[config.mk]
export PLATFORM = sky130hd
export DESIGN_NAME = pipe_stage_reg
export DESIGN_NICKNAME = d
export VERILOG_FILES = /design/src/rtl/pipe_stage_reg.sv
export SDC_FILE = /design/constraint.sdc
export NUM_CORES = 1
export LEC_CHECK = 0
export ABC_AREA = 1
export CAP_MARGIN = 20
export CELL_PAD_IN_SITES_DETAIL_PLACEMENT = 0
export CELL_PAD_IN_SITES_GLOBAL_PLACEMENT = 1
export CORE_UTILIZATION = 35
export DETAILED_ROUTE_END_ITERATION = 10
export GPL_TIMING_DRIVEN = 0
export MAX_ROUTING_LAYER = met4
export PLACE_DENSITY_LB_ADDON = 0.1
export SYNTH_ARGS = -nofsm -noshare
export SYNTH_HDL_FRONTEND = slang
export SYNTH_SLANG_ARGS = --single-unit
[constraint.sdc]
create_clock -name clk -period 4.2 [get_ports clk]
set_clock_uncertainty 0.2 [all_clocks]
set_input_delay 0.84 -clock clk [delete_from_list [all_inputs] [get_ports clk]]
set_output_delay 0.84 -clock clk [all_outputs]
set_load 0.02 [all_outputs]
[src/rtl/pipe_stage_reg.sv]
// Handshaked pipeline stage register with a two-entry skid buffer, flush-driven
// bubble insertion and a saturating bubble counter. State updates on the falling edge.
module pipe_stage_reg #(
  parameter int DATA_W = 32,
  parameter int CTRL_W = 16,
  parameter int CNT_W  = 16
) (
  input  logic              clk,
  input  logic              rst,
  input  logic              in_valid,
  output logic              in_ready,
  input  logic [DATA_W-1:0] in_data,
  input  logic [CTRL_W-1:0] in_ctrl,
  output logic              out_valid,
  input  logic              out_ready,
  output logic [DATA_W-1:0] out_data,
  output logic [CTRL_W-1:0] out_ctrl,
  input  logic              flush,
  output logic [CNT_W-1:0]  bubble_count
);

  localparam logic [CNT_W-1:0] CNT_MAX = '1;

  logic              m_valid_q, m_valid_d;
  logic [DATA_W-1:0] m_data_q,  m_data_d;
  logic [CTRL_W-1:0] m_ctrl_q,  m_ctrl_d;
  logic              s_valid_q, s_valid_d;
  logic [DATA_W-1:0] s_data_q,  s_data_d;
  logic [CTRL_W-1:0] s_ctrl_q,  s_ctrl_d;
  logic              in_ready_q, in_ready_d;
  logic [CNT_W-1:0]  bubble_count_q, bubble_count_d;

  logic push;
  logic pop;

  assign push = in_valid & in_ready_q;
  assign pop  = m_valid_q & out_ready;

  always_comb begin
    m_valid_d      = m_valid_q;
    m_data_d       = m_data_q;
    m_ctrl_d       = m_ctrl_q;
    s_valid_d      = s_valid_q;
    s_data_d       = s_data_q;
    s_ctrl_d       = s_ctrl_q;
    bubble_count_d = bubble_count_q;

    // Flush wins over push and pop; payload data is left stale on purpose.
    if (flush) begin
      m_valid_d = 1'b0;
      s_valid_d = 1'b0;
      m_ctrl_d  = '0;
      s_ctrl_d  = '0;
    end else if (!m_valid_q) begin
      if (push) begin
        m_valid_d = 1'b1;
        m_data_d  = in_data;
        m_ctrl_d  = in_ctrl;
      end
    end else if (!s_valid_q) begin
      if (push && pop) begin
        m_data_d = in_data;
        m_ctrl_d = in_ctrl;
      end else if (pop) begin
        m_valid_d = 1'b0;
      end else if (push) begin
        s_valid_d = 1'b1;
        s_data_d  = in_data;
        s_ctrl_d  = in_ctrl;
      end
    end else if (pop) begin
      m_data_d  = s_data_q;
      m_ctrl_d  = s_ctrl_q;
      s_valid_d = 1'b0;
    end

    in_ready_d = !s_valid_d;

    if (!m_valid_q && (bubble_count_q != CNT_MAX)) begin
      bubble_count_d = bubble_count_q + CNT_W'(1);
    end
  end

  always_ff @(negedge clk or posedge rst) begin
    if (rst) begin
      m_valid_q      <= 1'b0;
      m_data_q       <= '0;
      m_ctrl_q       <= '0;
      s_valid_q      <= 1'b0;
      s_data_q       <= '0;
      s_ctrl_q       <= '0;
      in_ready_q     <= 1'b1;
      bubble_count_q <= '0;
    end else begin
      m_valid_q      <= m_valid_d;
      m_data_q       <= m_data_d;
      m_ctrl_q       <= m_ctrl_d;
      s_valid_q      <= s_valid_d;
      s_data_q       <= s_data_d;
      s_ctrl_q       <= s_ctrl_d;
      in_ready_q     <= in_ready_d;
      bubble_count_q <= bubble_count_d;
    end
  end

  // A bubble must never leak write enables downstream.
  assign out_valid    = m_valid_q;
  assign out_data     = m_data_q;
  assign out_ctrl     = m_ctrl_q & {CTRL_W{m_valid_q}};
  assign in_ready     = in_ready_q;
  assign bubble_count = bubble_count_q;

endmodule

; ---- Yosys cells after proc, flatten, opt, wreduce, memory -nomap -nowiden
; Cells that the tools add are included.
[op_classes]
n_mul = 0
n_mux = 27
n_div = 0
addsub = 1
n_eq_ne = 8
n_reduce_logical = 12
shifts = 0
magnitude_cmp = 0
n_bitwise = 7
[op_table]
columns = cell, n
row1 = $mux 16, 11
row2 = $mux 32, 5
row3 = $add 16x1->16 const B, 1
row4 = $and 16x16->16, 1
row5 = $ne 16x16->1 const B, 1
row6 = $mux 1, 11
row7 = $ne 2x2->1 const B, 3
row8 = $reduce_and 6->1, 1
row9 = $reduce_bool 2->1, 3
row10 = $reduce_and 5->1, 1
row11 = $ne 4x2->1 const B, 1
row12 = $ne 4x3->1 const B, 1
row13 = $not 1->1, 4
row14 = $reduce_and 4->1, 1
row15 = $ne 3x1->1 const B, 1
row16 = $ne 3x2->1 const B, 1
row17 = $reduce_and 3->1, 1
row18 = $reduce_bool 3->1, 1
row19 = $and 1x1->1, 2
row20 = $logic_and 1x1->1, 2
row21 = $logic_not 1->1, 2
[word_totals]
latchBits = 0
memories = 0
romBits = 0
ram_bits = 0
ff_bits = 115
word_cells = 63

; ---- Longest topological paths before layout
; Gate-level depths: netlist of the first run.
[depth]
ltp_word = 8
mapped_depth = 10
ltp_nobuf = 10

==> impl_metrics.tcl, run 1 <==
set metrics [dict create \
    numCtsBuffers 17 \
    path_max_fanout 5 \
    holdCritPathClass "register to register" \
    nNetsFinal 896 \
    rsz0062_at_grt "yes" \
    ff2ff_setup_slack_ns 2.04 \
    num_rows 44 \
    cts_tree "built" \
    holdPathEnd "out_data[30]" \
    netlist_area_sq_um 5350 \
    drc_errors 6 \
    cts_root_buf "clkbuf_16" \
    synth_seq_cells 115 \
    critPathLaunchType "register" \
    dieArea_sq_um 15800 \
    drive_gt1_share_pct 22.6 \
    critPathRequiredTime_ns 3.16 \
    synth.distinct_cells 28 \
    worst-r2r-cell-count 10 \
    core_sq_um 14800 \
    synthToLayoutAreaGrowth_pct 43.6 \
    antenna_cells 0 \
    gp_congestion 0.803 \
    ant_nets 0 \
    grt_pass1_wl_um 24400 \
    syn-num-nets 728 \
    hold_start "out_data[30]" \
    path_clk_slew_ns 0.04 \
    ys_warn_count 0 \
    syn_inst 674 \
    grt_use_total_pct 20.5 \
    fillers 1444 \
    place_ws_ns -0.738 \
    placed_area_sq_um 6930 \
    slew_violations 0 \
    hold_violations 0 \
    initial_core_util_pct 36.3 \
    drt_iter0_markers 259 \
    tns_ns -4.00 \
    antenna_found_initial 0 \
    vdd_drop_max_uv 274 \
    p_leak_nw 3.94 \
    drt-vias-per-instance 4.79 \
    wl_per_cell_um 14.4 \
    vias 4976 \
    worst_pin_slew_ns 0.505 \
    clock_sinks 115 \
    seq_area_frac_synth_pct 53.8 \
    power_density_nw_per_um2 482 \
    die_w_um 126 \
    grt_pass1_vias 4880 \
    whs_path_depth 2 \
    gr-total-overflow 0 \
    grt_max_degree 39 \
    clock_path_buffers 2 \
    status "finished, violations left" \
    wl_um 14900 \
    ctsHoldBuffers 0 \
    endpoint_kind "output pin" \
    r2r_end "bubble_count[5]" \
    io_pins 119 \
    cp.arrival_ns 3.42 \
    chipHeight_um 126 \
    syn_area_per_cell_sq_um 7.94 \
    clk_latency_ns 0.43 \
    setup_viol 18 \
    dp_hpwl_um 10300 \
    r2r_start "bubble_count[0]" \
    ctsHtreeMaxLevel 4 \
    violations "design-rule violations, negative setup slack" \
    layout_setup_ws_ns -0.263 \
    port_buffers 118 \
    final_cell_area_sq_um 7690 \
    slew_headroom_pct 66.3 \
    critical_path_class "register to output pin" \
    drt_pass1_iterations 7 \
    maxCapViolCount 0 \
]
## cell families (layout without fill, tap and decap cells)
| logic type | count (synthesis) | after routing | share of synthesized area [%] |
|---|---|---|---|
| simple gates | 316 | 316 | 23.8 |
| compound gates | 127 | 127 | 13.1 |
| flops | 115 | 115 | 53.8 |
| buf+inv | 112 | 293 | 8.58 |
| xor+xnor | 3 | 3 | 0.491 |
| fa+ha+maj | 1 | 1 | 0.234 |
## worst max path at each step
stage | from | to | slack, ns
6_report | out_valid | out_ctrl[12] | -0.26
5_1_grt | out_valid | out_ctrl[13] | -0.32
4_1_cts | out_valid | out_ctrl[12] | -0.29
3_5_place_dp | in_valid | s_data_q[2] | -0.74
3_3_place_gp | rst | out_data[17] | -1.45
2_1_floorplan | rst | bubble_count[0] | -0.24
## flip-flops by register name (all words and copies together) (netlist names)
| register | flops |
|---|---|
| out_data | 32 |
| s_data_q | 32 |
| bubble_count | 16 |
| m_ctrl_q | 16 |
| s_ctrl_q | 16 |
| in_ready | 1 |
| out_valid | 1 |
| s_valid_q | 1 |
## synthesized netlist by cell type
library cell,n,share of area (%)
a21oi_1,18,1.7
a21oi_2,1,0.16
a31oi_1,1,0.12
buf_2,19,1.8
buf_6,2,0.42
clkbuf_1,12,0.84
dfrtn_1,114,53
dfstp_2,1,0.49
ha_1,1,0.23
inv_1,76,5.3
inv_2,3,0.21
nand2_1,204,14
nand2_2,1,0.12
nand3_1,34,3.2
nand3_2,1,0.19
nand3b_1,1,0.14
nand4_1,6,0.70
nand4_2,1,0.23
nor2_1,64,4.5
nor2_2,2,0.23
nor3_1,1,0.093
o21ai_0,78,7.3
o21ai_1,8,0.75
o21ai_2,8,1.3
o31ai_1,13,1.8
or2_0,1,0.12
xnor2_1,2,0.33
xor2_1,1,0.16
## per-stage QoR
stage	util, %	hold WS, ns	power (mW)	cells
CTS	51.9	0.224	3.74	1037
finish	52.1	0.223	3.70	1039
floorplan	-	0.230	1.86	674
global placement	46.6	0.229	2.18	976
global route	52.1	0.245	3.89	1039
detailed placement	47.0	0.227	2.21	979
## final cells by class
type                            instances  area (sq um)  share of cell area, %
Inverter                               78           317                   4.12
Clock inverter                         11           158                   2.05
Tap cell                              184           230                   3.00
Clock buffer                           22           474                   6.17
Sequential cell                       115          2880                   37.5
Timing Repair Buffer                  149          1280                   16.7
Buffer                                 33           228                   2.96
Multi-Input combinational cell        447          2120                   27.5
## cell usage in the layout (no fill, tap or decap), types with 3 or more instances in the layout
master	Yosys	final
inv_1	76	63
a21oi_1	18	18
o31ai_1	13	13
o21ai_1	8	8
bufinv_16	0	4
clkbuf_1	12	12
nand2_2	1	5
nand2_1	204	192
clkbuf_8	0	4
buf_2	19	59
clkbuf_16	0	19
buf_12	0	3
inv_4	0	6
nor2_1	64	64
nand3_1	34	34
nand2_4	0	7
buf_4	0	28
dlygate4sd2_1	0	3
clkinv_2	0	4
inv_2	3	8
buf_8	0	3
o21ai_0	78	78
o21ai_2	8	8
buf_6	2	21
dfrtn_1	114	114
clkdlybuf4s50_1	0	49
nand4_1	6	6
## what timing repair did
| item | in CTS | in global routing |
|---|---|---|
| endpoints found under the setup margin | 156 | 34 |
| buffers inserted | 23 | 2 |
| gates resized for setup | 319 | 13 |
| cloned | 3 | 0 |
| pin swaps | 3 | 0 |
## power breakdown
group	switching (mW)	internal [mW]	leakage, nW
sequential	0.102	1.32	1.45
combinational	0.437	0.302	2.17
clock	0.501	1.04	0.315
## metal layers
layer	GRT usage, %	wire length [um]	vias up
met2	32.8	7210	103
met1	25.6	6850	2381
li1	-	-	2474
met4	7.46	245	0
met3	4.21	608	18
met5	-	0	-
## critical path, cell delays in order (launching register included)
cell and delay, ns:
dfrtn_1 0.44, buf_8 0.13, clkbuf_16 0.15, nand2_2 0.06, inv_2 0.05, buf_6 0.10
No activity file was read; power rests on OpenSTA's default activity.
==> inputs of run 2 (changes only) <==
clock period = 5.05 ns   (was 4.2 ns; I/O delays follow)
==> impl_metrics.tcl, run 2 (same netlist as run 1, synthesis figures left out) <==
set metrics [dict create \
    wl_um 14800 \
    endpoint_kind "output pin" \
    placed_area_sq_um 6830 \
    rsz0062_at_grt "yes" \
    path_clk_slew_ns 0.04 \
    ant_nets 0 \
    dieArea_sq_um 15800 \
    critical_path_class "register to output pin" \
    grt_max_degree 36 \
    r2r_start "bubble_count[1]" \
    cp-endpoint "out_ctrl[14]" \
    cpMaxStageDelayCell "dfrtn_1" \
    path_max_fanout 4 \
    layout_setup_ws_ns -0.0601 \
    ff2ff_setup_slack_ns 2.97 \
    grt_pass1_vias 4870 \
    layout_commonest_cell "nand2_1" \
    synthToLayoutAreaGrowth_pct 43.2 \
    max_stage_delay_ns 0.44 \
    chipHeight_um 126 \
    final_cell_mix "188 x nand2_1, 114 x dfrtn_1, 78 x o21ai_0" \
    grt_pass1_wl_um 24600 \
    final_cell_area_sq_um 7670 \
    setup_viol 7 \
    clock_path_buffers 2 \
    maxCapViolCount 0 \
    vias 4934 \
    hold_violations 0 \
    die_w_um 126 \
    initial_core_util_pct 36.3 \
    wl_per_cell_um 14.5 \
    gr-total-overflow 0 \
    ctsHoldBuffers 0 \
    dp_hpwl_um 10400 \
    core_sq_um 14800 \
    drt_iter0_markers 281 \
    cts_tree "built" \
    numCtsBuffers 17 \
    final_util_pct 52.0 \
    crit_path_start "out_valid" \
    port_buffers 118 \
    ctsHtreeMaxLevel 4 \
    p_leak_nw 3.97 \
    vdd_drop_max_uv 278 \
    clk_latency_ns 0.43 \
    antenna_found_initial 0 \
    r2r_end "bubble_count[9]" \
    slew_violations 0 \
    grt_use_total_pct 20.5 \
    antenna_cells 0 \
    drt-vias-per-instance 4.84 \
    critPathLaunchType "register" \
    violations "design-rule violations, negative setup slack" \
    critPathRequiredTime_ns 3.84 \
    clock_sinks 115 \
    cp.arrival_ns 3.90 \
    holdCritPathClass "register to register" \
    power_density_nw_per_um2 394 \
    num_rows 44 \
    cts_root_buf "clkbuf_16" \
    gp_congestion 0.807 \
    drc_errors 4 \
    status "finished, violations left" \
    nNetsFinal 876 \
    worst_pin_slew_ns 0.555 \
    drive_gt1_share_pct 15.8 \
    worst-r2r-cell-count 9 \
    io_pins 119 \
    slew_headroom_pct 62.9 \
    drt_pass1_iterations 8 \
    crit_chain "buf_8 > buf_8 > buf_6 > nand2_4 > inv_2 > buf_6" \
]
## run 2: changes by cell type in the layout (fill, tap and decap cells not counted), sizes merged
| cell | delta |
|---|---|
| dlymetal6s2s | +1 |
| buf | -67 |
| clkbuf | -1 |
| clkinvlp | +1 |
| dlygate4sd2 | +46 |
| inv | +1 |
| clkdlybuf4s50 | +2 |
| bufbuf | -1 |
| clkinv | -1 |
| bufinv | -1 |
## run 2: how the worst min path moves through the flow
stage / from / end / cells after the start
global route: out_data[27] / out_data[27] / 2
global placement: m_ctrl_q[12] / m_ctrl_q[12] / 2
floorplan: m_ctrl_q[10] / m_ctrl_q[10] / 2
CTS: out_data[1] / out_data[1] / 2
finish: out_data[1] / out_data[1] / 2
detailed placement: m_ctrl_q[11] / m_ctrl_q[11] / 2
## run 2: per-stage QoR
stage | hold WS (ns) | TNS (ns) | std cells | worst slack [ns] | total power, mW
2_1_floorplan | 0.212 | 0 | 674 | 0.00926 | 1.53
5_1_grt | 0.250 | -0.985 | 1019 | -0.119 | 3.17
3_5_place_dp | 0.232 | -40.60 | 979 | -0.731 | 1.83
4_1_cts | 0.228 | -0.469 | 1018 | -0.135 | 3.04
3_3_place_gp | 0.226 | -178.42 | 976 | -1.19 | 1.80
6_report | 0.222 | -0.246 | 1019 | -0.0601 | 3.02
## run 2: report_power, final
group	leakage, nW	switching (mW)	internal, mW
Clock	0.301	0.421	0.810
Combinational	2.22	0.347	0.244
Sequential	1.45	0.0985	1.10
## run 2: cell type report
cell class | instances | area (sq um)
fillers | 1423 | 7090
flip-flops and latches | 115 | 2880
multi-input cells | 447 | 2140
repair buffers | 129 | 1300
clock buffers | 22 | 474
inverters | 78 | 299
well taps | 184 | 230
plain buffers | 33 | 210
clock inverters | 11 | 134
## run 2: worst max-delay path, delay by kind of cell (launching register included)
| family | cells | cell delay, ns |
|---|---|---|
| DFF | 1 | 0.44 |
| buffers and inverters | 5 | 0.50 |
| and+or+nand+nor | 1 | 0.04 |
## run 2: what timing repair did
| item | 4_1_cts | 5_1_grt |
|---|---|---|
| buffers inserted | 6 | 1 |
| pin swaps | 1 | 1 |
| hold endpoints to repair | 0 | 0 |
| gates resized for setup | 167 | 48 |
| setup endpoints to repair | 98 | 72 |
| gates cloned | 1 | 0 |
## run 2: metal layers
layer	track usage (%)	part of all wire, %	vias up
li1	-	-	2433
met1	25.9	47	2361
met2	31.9	47	117
met3	4.67	4.2	23
met4	8.32	1.8	0
met5	-	0	-
